$ cat config.mk
export PLATFORM = sky130hd
export DESIGN_NAME = icache_line_buffer_flat
export DESIGN_NICKNAME = d
export VERILOG_FILES = /design/src/rtl/icache_line_buffer_if.sv /design/src/rtl/icache_line_buffer.sv /design/src/flat_wrapper.sv
export SDC_FILE = /design/constraint.sdc
export NUM_CORES = 1
export LEC_CHECK = 0
export CAP_MARGIN = 5
export CORE_MARGIN = 2
export CORE_UTILIZATION = 55
export DETAILED_ROUTE_END_ITERATION = 6
export DONT_BUFFER_PORTS = 1
export HOLD_SLACK_MARGIN = 0.08
export PLACE_DENSITY = 0.76
export SLEW_MARGIN = 40
export SYNTH_ARGS = -nofsm -noshare
export SYNTH_HDL_FRONTEND = slang
export SYNTH_SLANG_ARGS = --single-unit
$ cat constraint.sdc
create_clock -name clk -period 8.8 [get_ports clk]
set_input_delay 0.88 -clock clk [delete_from_list [all_inputs] [get_ports clk]]
set_output_delay 0.88 -clock clk [all_outputs]
set_load 0.01 [all_outputs]
$ cat src/rtl/icache_line_buffer_if.sv
// rtl/icache_line_buffer_if.sv - fetch-side and refill-side signal bundle for icache_line_buffer
interface icache_line_buffer_if #(
    parameter int ADDR_W = 32
);
    logic              req_i;
    logic [ADDR_W-1:0] addr_i;
    logic              flush_i;
    logic [31:0]       instr_o;
    logic              ack_o;
    logic              mem_req_o;
    logic [ADDR_W-1:0] mem_addr_o;
    logic              mem_gnt_i;
    logic [31:0]       mem_rdata_i;
    logic              mem_rvalid_i;

    modport master (
        output req_i, addr_i, flush_i, mem_gnt_i, mem_rdata_i, mem_rvalid_i,
        input  instr_o, ack_o, mem_req_o, mem_addr_o
    );

    modport slave (
        input  req_i, addr_i, flush_i, mem_gnt_i, mem_rdata_i, mem_rvalid_i,
        output instr_o, ack_o, mem_req_o, mem_addr_o
    );
endinterface

$ cat src/rtl/icache_line_buffer.sv
// rtl/icache_line_buffer.sv - single-line instruction buffer with burst refill; ICACHE_LB_EARLY_ACK_EN enables critical-word ack
module icache_line_buffer #(
    parameter int LINE_WORDS = 4,
    parameter int ADDR_W     = 32
) (
    input  logic                  clk,
    input  logic                  rst_n,
    icache_line_buffer_if.slave   bus
);
    localparam int OFF_W = $clog2(LINE_WORDS);
    localparam int TAG_W = ADDR_W - OFF_W - 2;

    typedef enum logic [1:0] {
        S_IDLE,
        S_REFILL_REQ,
        S_REFILL_DATA,
        S_RESP
    } state_e;

    state_e             state_q, state_d;
    logic               valid_q, valid_d;
    logic [TAG_W-1:0]   tag_q, tag_d;
    logic [TAG_W-1:0]   req_tag_q, req_tag_d;
    logic [OFF_W-1:0]   cnt_q, cnt_d;
    logic [OFF_W-1:0]   idx_q, idx_d;
    logic               flushed_q, flushed_d;
    logic [31:0]        instr_q, instr_d;
    logic               ack_q, ack_d;
    logic [31:0]        data_q [LINE_WORDS];

    logic [TAG_W-1:0]   addr_tag;
    logic [OFF_W-1:0]   addr_idx;
    logic               hit;
    logic               last_beat;
    logic               beat_we;
    logic               kill;
    logic               unused_addr;

    assign addr_tag    = bus.addr_i[ADDR_W-1:OFF_W+2];
    assign addr_idx    = bus.addr_i[OFF_W+1:2];
    assign unused_addr = ^bus.addr_i[1:0];
    assign hit         = valid_q && (tag_q == addr_tag);
    assign last_beat   = (cnt_q == OFF_W'(LINE_WORDS - 1));
    assign beat_we     = (state_q == S_REFILL_DATA) && bus.mem_rvalid_i;
    // A flush seen at any point of the refill poisons the line being filled.
    assign kill        = flushed_q || bus.flush_i;

    assign bus.instr_o    = instr_q;
    assign bus.ack_o      = ack_q;
    assign bus.mem_req_o  = (state_q == S_REFILL_REQ);
    assign bus.mem_addr_o = (state_q == S_REFILL_REQ) ? {req_tag_q, {(OFF_W+2){1'b0}}}
                                                      : '0;

    always_comb begin
        state_d   = state_q;
        valid_d   = valid_q;
        tag_d     = tag_q;
        req_tag_d = req_tag_q;
        cnt_d     = cnt_q;
        idx_d     = idx_q;
        flushed_d = flushed_q;
        instr_d   = instr_q;
        ack_d     = 1'b0;

        case (state_q)
            S_IDLE: begin
                if (bus.req_i && !bus.flush_i) begin
                    if (hit) begin
                        instr_d = data_q[addr_idx];
                        ack_d   = 1'b1;
                    end else begin
                        req_tag_d = addr_tag;
                        idx_d     = addr_idx;
                        valid_d   = 1'b0;
                        flushed_d = 1'b0;
                        state_d   = S_REFILL_REQ;
                    end
                end
            end
            S_REFILL_REQ: begin
                if (bus.mem_gnt_i) begin
                    cnt_d   = '0;
                    state_d = S_REFILL_DATA;
                end
            end
            S_REFILL_DATA: begin
                if (bus.mem_rvalid_i) begin
                    cnt_d = cnt_q + 1'b1;
`ifdef ICACHE_LB_EARLY_ACK_EN
                    if ((cnt_q == idx_q) && !kill) begin
                        instr_d = bus.mem_rdata_i;
                        ack_d   = 1'b1;
                    end
                    if (last_beat) begin
                        if (!kill) begin
                            valid_d = 1'b1;
                            tag_d   = req_tag_q;
                        end
                        state_d = S_IDLE;
                    end
`else
                    if (last_beat) begin
                        if (kill) begin
                            state_d = S_IDLE;
                        end else begin
                            valid_d = 1'b1;
                            tag_d   = req_tag_q;
                            // The requested word may be the beat landing this cycle.
                            instr_d = (idx_q == cnt_q) ? bus.mem_rdata_i : data_q[idx_q];
                            ack_d   = 1'b1;
                            state_d = S_RESP;
                        end
                    end
`endif
                end
            end
            S_RESP: begin
                state_d = S_IDLE;
            end
            default: begin
                state_d = S_IDLE;
            end
        endcase

        if (bus.flush_i) begin
            valid_d   = 1'b0;
            flushed_d = 1'b1;
        end
    end

    always_ff @(posedge clk) begin
        if (!rst_n) begin
            state_q   <= S_IDLE;
            valid_q   <= 1'b0;
            tag_q     <= '0;
            req_tag_q <= '0;
            cnt_q     <= '0;
            idx_q     <= '0;
            flushed_q <= 1'b0;
            instr_q   <= '0;
            ack_q     <= 1'b0;
        end else begin
            state_q   <= state_d;
            valid_q   <= valid_d;
            tag_q     <= tag_d;
            req_tag_q <= req_tag_d;
            cnt_q     <= cnt_d;
            idx_q     <= idx_d;
            flushed_q <= flushed_d;
            instr_q   <= instr_d;
            ack_q     <= ack_d;
        end
    end

    always_ff @(posedge clk) begin
        if (beat_we) begin
            data_q[cnt_q] <= bus.mem_rdata_i;
        end
    end
endmodule

$ cat src/flat_wrapper.sv
// flat-port wrapper written by rule: the top's interface ports become plain ports
module icache_line_buffer_flat 
#(
    parameter int LINE_WORDS = 4,
    parameter int ADDR_W     = 32
)
  (clk, rst_n, bus_req_i, bus_addr_i, bus_flush_i, bus_mem_gnt_i, bus_mem_rdata_i, bus_mem_rvalid_i, bus_instr_o, bus_ack_o, bus_mem_req_o, bus_mem_addr_o);
  icache_line_buffer_if #(.ADDR_W(ADDR_W)) bus_i ();
  input  logic clk;
  input  logic rst_n;
  input wire logic [$bits(bus_i.req_i)-1:0] bus_req_i;
  input wire logic [$bits(bus_i.addr_i)-1:0] bus_addr_i;
  input wire logic [$bits(bus_i.flush_i)-1:0] bus_flush_i;
  input wire logic [$bits(bus_i.mem_gnt_i)-1:0] bus_mem_gnt_i;
  input wire logic [$bits(bus_i.mem_rdata_i)-1:0] bus_mem_rdata_i;
  input wire logic [$bits(bus_i.mem_rvalid_i)-1:0] bus_mem_rvalid_i;
  output wire logic [$bits(bus_i.instr_o)-1:0] bus_instr_o;
  output wire logic [$bits(bus_i.ack_o)-1:0] bus_ack_o;
  output wire logic [$bits(bus_i.mem_req_o)-1:0] bus_mem_req_o;
  output wire logic [$bits(bus_i.mem_addr_o)-1:0] bus_mem_addr_o;
  assign bus_i.req_i = bus_req_i;
  assign bus_i.addr_i = bus_addr_i;
  assign bus_i.flush_i = bus_flush_i;
  assign bus_i.mem_gnt_i = bus_mem_gnt_i;
  assign bus_i.mem_rdata_i = bus_mem_rdata_i;
  assign bus_i.mem_rvalid_i = bus_mem_rvalid_i;
  assign bus_instr_o = bus_i.instr_o;
  assign bus_ack_o = bus_i.ack_o;
  assign bus_mem_req_o = bus_i.mem_req_o;
  assign bus_mem_addr_o = bus_i.mem_addr_o;
  icache_line_buffer #(.LINE_WORDS(LINE_WORDS), .ADDR_W(ADDR_W)) u_core (.clk(clk), .rst_n(rst_n), .bus(bus_i));
endmodule
After elaboration in Yosys (flattened, before gate mapping)
Memory sizes are Yosys's and may differ from the RTL's. A register that Yosys moved wholly into a read port is not among the register bits.
Cells that the tools add are included.

word-level totals
  register bits after elaboration = 97
  latch bits = 0
  memories kept = 1
  memory bits (read-only) = 0
  input port bits = 70
  word-level logic and storage cells = 82
  RAM bits = 128

operators by class
  reductions and logical operators = 18
  equal/unequal tests = 14
  $add $sub $neg = 1
  divide/modulo/power cells = 0
  muxes and demuxes = 36
  bitwise gates (word level) = 3
  shifts and indexed selects = 0
  multipliers = 0
  order comparisons = 0

memory list
  memory         words  width  rd ports  clocked after memory_dff  wr ports  RTL line                  RTL
  u_core.data_q  4      32     2         1                         1         icache_line_buffer.sv:29  logic [31:0] data_q [LINE_WORDS];

operators by type and width
  kind                   count
  $mux W32               7
  $pmux W32 S2           1
  $eq A28 B28 Y1         1
  $mux W2                10
  $mux W1                14
  $reduce_and A6 Y1      2
  $ne A2 B2 Y1 const B   5
  $reduce_and A3 Y1      3
  $pmux W2 S4            1
  $reduce_bool A2 Y1     4
  $eq A2 B2 Y1 const B   3
  $ne A2 B1 Y1 const B   3
  $reduce_and A5 Y1      1
  $pmux W1 S2            2
  $pmux W2 S2            1
  $reduce_and A4 Y1      1
  $logic_and A1 B1 Y1    3
  $not A1 Y1             3
  $add A2 B1 Y2 const B  1
  $eq A2 B1 Y1 const B   1
  $eq A2 B2 Y1           1
  $logic_not A2 Y1       1
  $reduce_or A2 Y1       1
  $logic_not A1 Y1       1
  $logic_or A1 B1 Y1     1

Logic depth before layout (Yosys ltp)
Gate-level depths: netlist of run 1.

  word-level depth = 6
  mapped depth = 8

Least setup slack after synthesis of run 1
OpenSTA, ideal clock, no wires.

  kind = input to register
  start = input port bus_mem_rvalid_i
  end = register u_core.tag_q[0]
  arrival time = 3320 ps
  path slack = 5358 ps
  stages = 6
  cells stage by stage = nand2_1 -> nor2_1 -> nand2_1 -> clkbuf_1 -> nand2_1 -> a21boi_0

between the ends
  longest elaborated chain between the ends = 1

ends and longest elaborated chain
  element                      RTL line                   RTL
  start: declaration           flat_wrapper.sv:16         input wire logic [$bits(bus_i.mem_rvalid_i)-1:0] bus_mem_rvalid_i;
  $reduce_and A4 Y1 (no line)  n/a
  end signal: assignment       icache_line_buffer.sv:145  tag_q <= tag_d;
  end: declaration             icache_line_buffer.sv:22   logic [TAG_W-1:0] tag_q, tag_d;

Every way passes these cells.
A chain may end at the register's enable or synchronous reset.

Worst setup path after layout of run 1
  start = register u_core.state_q[0]
  end = output port bus_mem_addr_o[30]

between the ends
  longest elaborated chain between the ends = 2

ends and longest elaborated chain
  element                   RTL line                   RTL
  start: declaration        icache_line_buffer.sv:20   state_e state_q, state_d;
  start signal: assignment  icache_line_buffer.sv:143  state_q <= state_d;
  $eq A2 B1 Y1              n/a
  net bus_mem_req_o         flat_wrapper.sv:19         output wire logic [$bits(bus_i.mem_req_o)-1:0] bus_mem_req_o;
  $mux W32                  icache_line_buffer.sv:51   assign bus.mem_addr_o = (state_q == S_REFILL_REQ) ? {req_tag_q, {(OFF_W+2){1'b0}}}
  end: declaration          flat_wrapper.sv:20         output wire logic [$bits(bus_i.mem_addr_o)-1:0] bus_mem_addr_o;

The timed path passes the listed nets, and every way through them passes these cells.

==> key figures, run 1 <==
Global route
  – Initial antenna violation count: 0
  – GRT Max-Usage Layer: met2
  – GRT Total Usage: 24.0%
  – GR Layer Usage met3: 4.76%
  – Met2 Use GR: 39.5%
  – GRT Residual Overflow: 0
  – Global-route wire length before repair: 38000 um
  – Number of global-route vias before repair: 6987
  – Largest net degree at the start of global routing: 127
  – GR Layer Usage met1: 31.8%

Clocking
  – Post-CTS Resized: 0
  – Root buf cell: clkbuf_16
  – Clk_lat worst skew: 0.52 ns
  – Postcts setup bufs: 0
  – CTS H-tree depth: 1
  – CTS clk-pin slew, worst paths: 0.07 ns
  – Clock Path Buffers: 3
  – Hold Buf Count CTS: 0
  – CTS buffer count: 25
  – CTS tree: done
  – TritonCTS Sinks: 227

Floorplanning
  – Die area: 0.0205 mm2
  – Core region area: 0.0188 mm2
  – IO Pins: 136
  – Starting Density: 56.5%
  – Die width: 143 um
  – Placement Rows: 50
  – Die Span Y: 143 um

Setup path
  – FF-to-FF End: u_core.bus.instr_o[27]$_SDFFE_PN0P_
  – Startpoint types: register
  – Required time of the critical path: 7.92 ns
  – Crit. End Element: output port
  – Crit path kind: reg -> out
  – R2R Path Start: u_core.state_q[1]$_SDFFE_PN0P_
  – Reg2Reg Depth: 6
  – Worst setup path startpoint: u_core.state_q[0]$_SDFFE_PN0P_
  – Highest net fanout along the worst path: 30
  – Arrival @ worst endpoint: 1.95 ns
  – Setup crit end: bus_mem_addr_o[30]
  – Reg-to-reg slack, setup: 6.20 ns

Job
  – Max-Cap Viols: 0

Placed design
  – Placed cell area: 0.0106 mm2
  – I/O Buffers: 0
  – Detailed placer's ending HPWL: 14500 um
  – GP Congestion: 0.794

STA
  – Hold Vio Cnt, Final: 0
  – Slew margin rel.: 47.8%
  – Max Slew Vio Count: 0
  – Setup TNS Final: 0 ns
  – Final period util: 32.1%
  – Minimum clock period: 2.83 ns
  – Worst slew pin tran: 0.784 ns
  – FMAX: 354 MHz
  – Final Setup Violations: 0
  – RSZ-0062 raised after global routing: false
  – Setup Skew: 0.0159 ns

Yosys
  – Post-synthesis sequential element count: 227
  – Sequential share of the synthesized area: 54.8%
  – YS warnings: 0
  – Cell Area, Synth: 0.0106 mm2
  – Avg Cell Area, Syn: 13.0 um2
  – Cells after Synth: 821
  – Synth unique cells: 48
  – Async SR Flop Fraction: 0%
  – Ys flop type: edfxtp_1
  – Number of enable flip-flop cells after synthesis: 128

Power
  – Power density cells: 199 mW/mm2
  – Pleak: 3.84 nW
  – Worst vdd ir: 0.155 mV

Cells and area
  – Share of layout cells above drive strength 1: 12.7%
  – Most frequent cells in the layout: edfxtp_1 (128), dfxtp_1 (98), nand2_1 (91)
  – Synth-to-layout area growth: 7.53%
  – Final nets: 859
  – Most common cell after layout, fill and taps aside: edfxtp_1
  – Fin area: 0.0114 mm2

Route
  – Routed Antenna Nets: 0
  – Via/cell ratio: 6.50
  – Routed WL: 25100 um
  – Via count: 6924
  – DR iter-0 viols: 501
  – WL per Instance: 23.6 um
  – DRC: 0
  – First drt pass iteration count: 5

Outcome
  – Status: completed

Min path
  – Hold Crit Class: in -> reg
cells by family (layout without fill, tap and decap cells):
kind of cell | after synthesis | in the layout | synth area share, %
AO/OA/AOI/OAI | 164 | 164 | 13.1
XOR/XNOR | 30 | 30 | 2.47
adder cells (fa/ha/maj) | 4 | 4 | 0.471
buffers and inverters | 77 | 57 | 4.49
flip-flops | 227 | 227 | 54.8
multiplexers | 96 | 96 | 14.2
other | 1 | 5 | 0.0353
AND/OR/NAND/NOR | 222 | 222 | 10.4
how the worst min path moves through the flow:
stage,cells past startpoint,startpoint,endpoint,slack [ns]
2_1_floorplan,2,u_core.req_tag_q[0]$_SDFFE_PN0N_,u_core.req_tag_q[0]$_SDFFE_PN0N_,0.44
3_3_place_gp,2,u_core.req_tag_q[5]$_SDFFE_PN0N_,u_core.req_tag_q[5]$_SDFFE_PN0N_,0.44
3_5_place_dp,2,u_core.req_tag_q[5]$_SDFFE_PN0N_,u_core.req_tag_q[5]$_SDFFE_PN0N_,0.46
4_1_cts,1,bus_flush_i,u_core.valid_q$_SDFFE_PP0P_,0.42
5_1_grt,1,bus_flush_i,u_core.valid_q$_SDFFE_PP0P_,0.43
6_report,1,bus_flush_i,u_core.valid_q$_SDFFE_PP0P_,0.43
synth_stat cells, types with 18 or more instances:
master | n | area [um2]
a211o_1 | 32 | 280
a21boi_0 | 28 | 210
a221o_1 | 32 | 320
and2_1 | 29 | 181
buf_2 | 20 | 100
clkbuf_1 | 31 | 116
dfxtp_1 | 99 | 1980
edfxtp_1 | 128 | 3840
mux2_2 | 32 | 360
mux2i_1 | 32 | 320
mux4_1 | 27 | 709
nand2_1 | 92 | 345
nand3_1 | 32 | 160
nor3_1 | 35 | 175
o21ai_1 | 30 | 150
o221a_1 | 32 | 360
xor2_1 | 18 | 158
critical path, stage by stage (launching register included):
cell	delay, ns
dfxtp_1	0.50
nor2b_4	0.64
and2_1	0.30
per-layer routing:
| layer | wire (um) | up-vias |
|---|---|---|
| li1 | - | 3078 |
| met1 | 10100 | 3507 |
| met2 | 12300 | 290 |
| met3 | 2130 | 49 |
| met4 | 619 | 0 |
| met5 | 0 | - |
sequential cells by signal (all words and copies together) (netlist names), named ones only:
| register | count |
|---|---|
| u_core.cnt_q | 2 |
| u_core.idx_q | 2 |
| u_core.tag_q | 28 |
| u_core.data_q | 128 |
| u_core.valid_q | 1 |
| u_core.flushed_q | 1 |
| u_core.bus.instr_o | 32 |
| u_core.req_tag_q | 28 |
| u_core.bus.ack_o | 1 |
| u_core.state_q | 2 |
power breakdown:
| group | leakage, nW | switching (mW) | internal [mW] |
|---|---|---|---|
| Combinational | 1.50 | 0.0635 | 0.0597 |
| Clock | 0.390 | 0.420 | 0.582 |
| Sequential | 1.95 | 0.0190 | 1.14 |
| Total | 3.84 | 0.503 | 1.78 |
area by class of cell:
class                   instances  area, um2
flip-flops and latches        227       5830
clock buffers                  34        691
repair buffers                  8       87.6
fillers                      1425       7390
diodes                          1       2.50
inverters                       3       11.3
clock inverters                12        100
well taps                     260        325
multi-input cells             520       4390
through the flow:
step / instances / setup WS (ns) / power (mW) / hold slack [ns] / utilization (%)
finish: 1065 / 5.97 / 2.28 / 0.434 / 60.7
global route: 1064 / 5.90 / 2.35 / 0.429 / 60.7
CTS: 1064 / 5.98 / 2.29 / 0.425 / 60.7
detailed placement: 1018 / 5.75 / 1.30 / 0.455 / 56.5
global placement: 1016 / 5.39 / 1.29 / 0.444 / 56.1
floorplan: 824 / 5.36 / 1.29 / 0.437 / -
(Power assumes the default switching activity.)
==> run 2: changes to the inputs <==
==> constraint.sdc (replaced) <==
create_clock -name clk -period 2.9 [get_ports clk]
set_input_delay 0.29 -clock clk [delete_from_list [all_inputs] [get_ports clk]]
set_output_delay 0.29 -clock clk [all_outputs]
set_load 0.01 [all_outputs]
==> run 2 against run 1 <==
Compared with the run above: combinational power rose to 4.2 times the previous value; routed wire length rose by 4.6%; critical path type is now reg -> reg; via count rose by 5.1%; total power rose to 3.1 times the previous value; largest cell class unchanged; clock skew fell by 0.0045 ns; flip-flop and latch count did not move; critical endpoint is now u_core.valid_q$_SDFFE_PP0P_; register-to-register slack got worse by 6.1 ns; worst hold slack got worse by 0.26 ns; clock power rose to 3.0 times the previous value.
==> key figures, run 2 (synthesis results as in run 1) <==
Floorplanning
  – Placement Rows: 50
  – Core region area: 0.0188 mm2
  – Die width: 143 um
  – IO Pins: 136
  – Die area: 0.0205 mm2
  – Starting Density: 56.5%
  – Die Span Y: 143 um

Cells and area
  – Fin area: 0.0122 mm2
  – Most flops, register: u_core.data_q
  – Max reg flops: 128
  – Final nets: 939
  – Most common cell after layout, fill and taps aside: edfxtp_1
  – Utilization after layout: 64.6%
  – Most frequent cells in the layout: edfxtp_1 (128), dfxtp_1 (98), nand2_1 (92)
  – Share of layout cells above drive strength 1: 12.5%
  – Synth-to-layout area growth: 14.5%

Placed design
  – GP Congestion: 0.761
  – Worst slack at placement: 0.380 ns
  – I/O Buffers: 0
  – Placed cell area: 0.0107 mm2
  – Detailed placer's ending HPWL: 15000 um

Min path
  – Hold Crit Class: in -> reg

Global route
  – Number of global-route vias before repair: 7440
  – GRT Total Usage: 25.5%
  – GRT Residual Overflow: 0
  – Largest net degree at the start of global routing: 127
  – Initial antenna violation count: 1
  – Global-route wire length before repair: 40500 um

Clocking
  – Clock Path Buffers: 3
  – CTS buffer count: 24
  – CTS clk-pin slew, worst paths: 0.06 ns
  – Clk_lat worst skew: 0.52 ns
  – TritonCTS Sinks: 227
  – CTS H-tree depth: 1
  – Hold Buf Count CTS: 68
  – Postcts setup bufs: 0
  – Root buf cell: clkbuf_16
  – Post-CTS Resized: 0
  – CTS tree: done

STA
  – Setup Skew: 0.0113 ns
  – Max Slew Vio Count: 0
  – RSZ-0062 raised after global routing: false
  – Setup TNS Final: 0 ns
  – Final period util: 95.4%
  – Hold Vio Cnt, Final: 0
  – Final Setup Violations: 0
  – Slew margin rel.: 47.7%
  – Worst slew pin tran: 0.785 ns
  – Minimum clock period: 2.77 ns
  – Final worst slack: 0.134 ns
  – FMAX: 362 MHz

Setup path
  – Max incr delay on CP: 0.56 ns
  – Required time of the critical path: 3.35 ns
  – CP Cell Sequence: xor2_1 > nor4_1 > nand4_1 > o21a_2 > nand2b_1 > nor3_1 > dlygate4sd3_1
  – Arrival @ worst endpoint: 3.22 ns
  – Crit path kind: reg -> reg
  – Slowest-stage cell, CP: dlygate4sd3_1
  – Bufs and invs on worst path: 1
  – Highest net fanout along the worst path: 32
  – Startpoint types: register
  – Crit. End Element: register
  – Top delay family on crit path: simple AND/OR/NAND/NOR gates

Power
  – Pleak: 4.19 nW
  – Flop pwr share: 50.1%
  – Logic gate share of total power: 7.4%
  – Cell Int Power: 5.46 mW
  – Sw Pwr: 1.52 mW
  – Power density cells: 573 mW/mm2
  – Sw Share: 21.7%
  – Clock network fraction of total power: 42.5%
  – Worst vdd ir: 0.461 mV

Job
  – Max-Cap Viols: 0

Route
  – DRC: 0
  – WL per Instance: 23.0 um
  – Routed WL: 26300 um
  – Via count: 7274
  – Via/cell ratio: 6.36
  – First drt pass iteration count: 5
  – DR iter-0 viols: 687
  – Routed Antenna Nets: 0

Outcome
  – Status: completed
run 2: cell type report:
type | count | area, um2
flip-flops and latches | 227 | 5830
repair buffers | 89 | 868
fillers | 1363 | 6660
well taps | 260 | 325
multi-input cells | 520 | 4370
clock buffers | 42 | 759
inverters | 3 | 11.3
clock inverters | 2 | 10.0
diodes | 1 | 2.50
run 2: worst min-delay path, delay by kind of cell:
family	cells	cell delay, ns
compound gates	3	0.37
run 2: path summary, 6_finish.rpt:
kind	from	endpoint	slack [ns]	depth (start not counted)
worst max-delay path	u_core.tag_q[2]$_SDFFE_PN0P_	u_core.valid_q$_SDFFE_PP0P_	0.13	7
worst min-delay path	bus_mem_rdata_i[7]	u_core.bus.instr_o[7]$_SDFFE_PN0P_	0.17	3
worst max register to register	u_core.tag_q[2]$_SDFFE_PN0P_	u_core.valid_q$_SDFFE_PP0P_	0.13	7
worst min register to register	u_core.req_tag_q[11]$_SDFFE_PN0N_	u_core.req_tag_q[11]$_SDFFE_PN0N_	0.46	2
run 2: per-stage QoR:
step	hold WS, ns	instances	total power [mW]
CTS	0.161	1143	7.01
global placement	0.376	1031	3.94
floorplan	0.369	824	3.92
finish	0.175	1144	6.98
detailed placement	0.377	1031	3.95
global route	0.177	1144	7.18
run 2: power groups by stage:
stage	logic (mW)	clock network, mW	registers [mW]
2_1_floorplan	0.374	0	3.55
3_3_place_gp	0.374	0	3.56
3_5_place_dp	0.388	0	3.57
4_1_cts	0.512	3.01	3.50
5_1_grt	0.552	3.13	3.50
6_report	0.515	2.96	3.50
run 2: layer usage:
metal / track usage (%) / share of wire [%] / vias to the layer above
met5: 0 / 0 / -
met4: 7.50 / 2.0 / 0
met3: 5.50 / 8.7 / 46
met2: 44.9 / 51 / 345
met1: 31.7 / 38 / 3629
li1: - / - / 3254
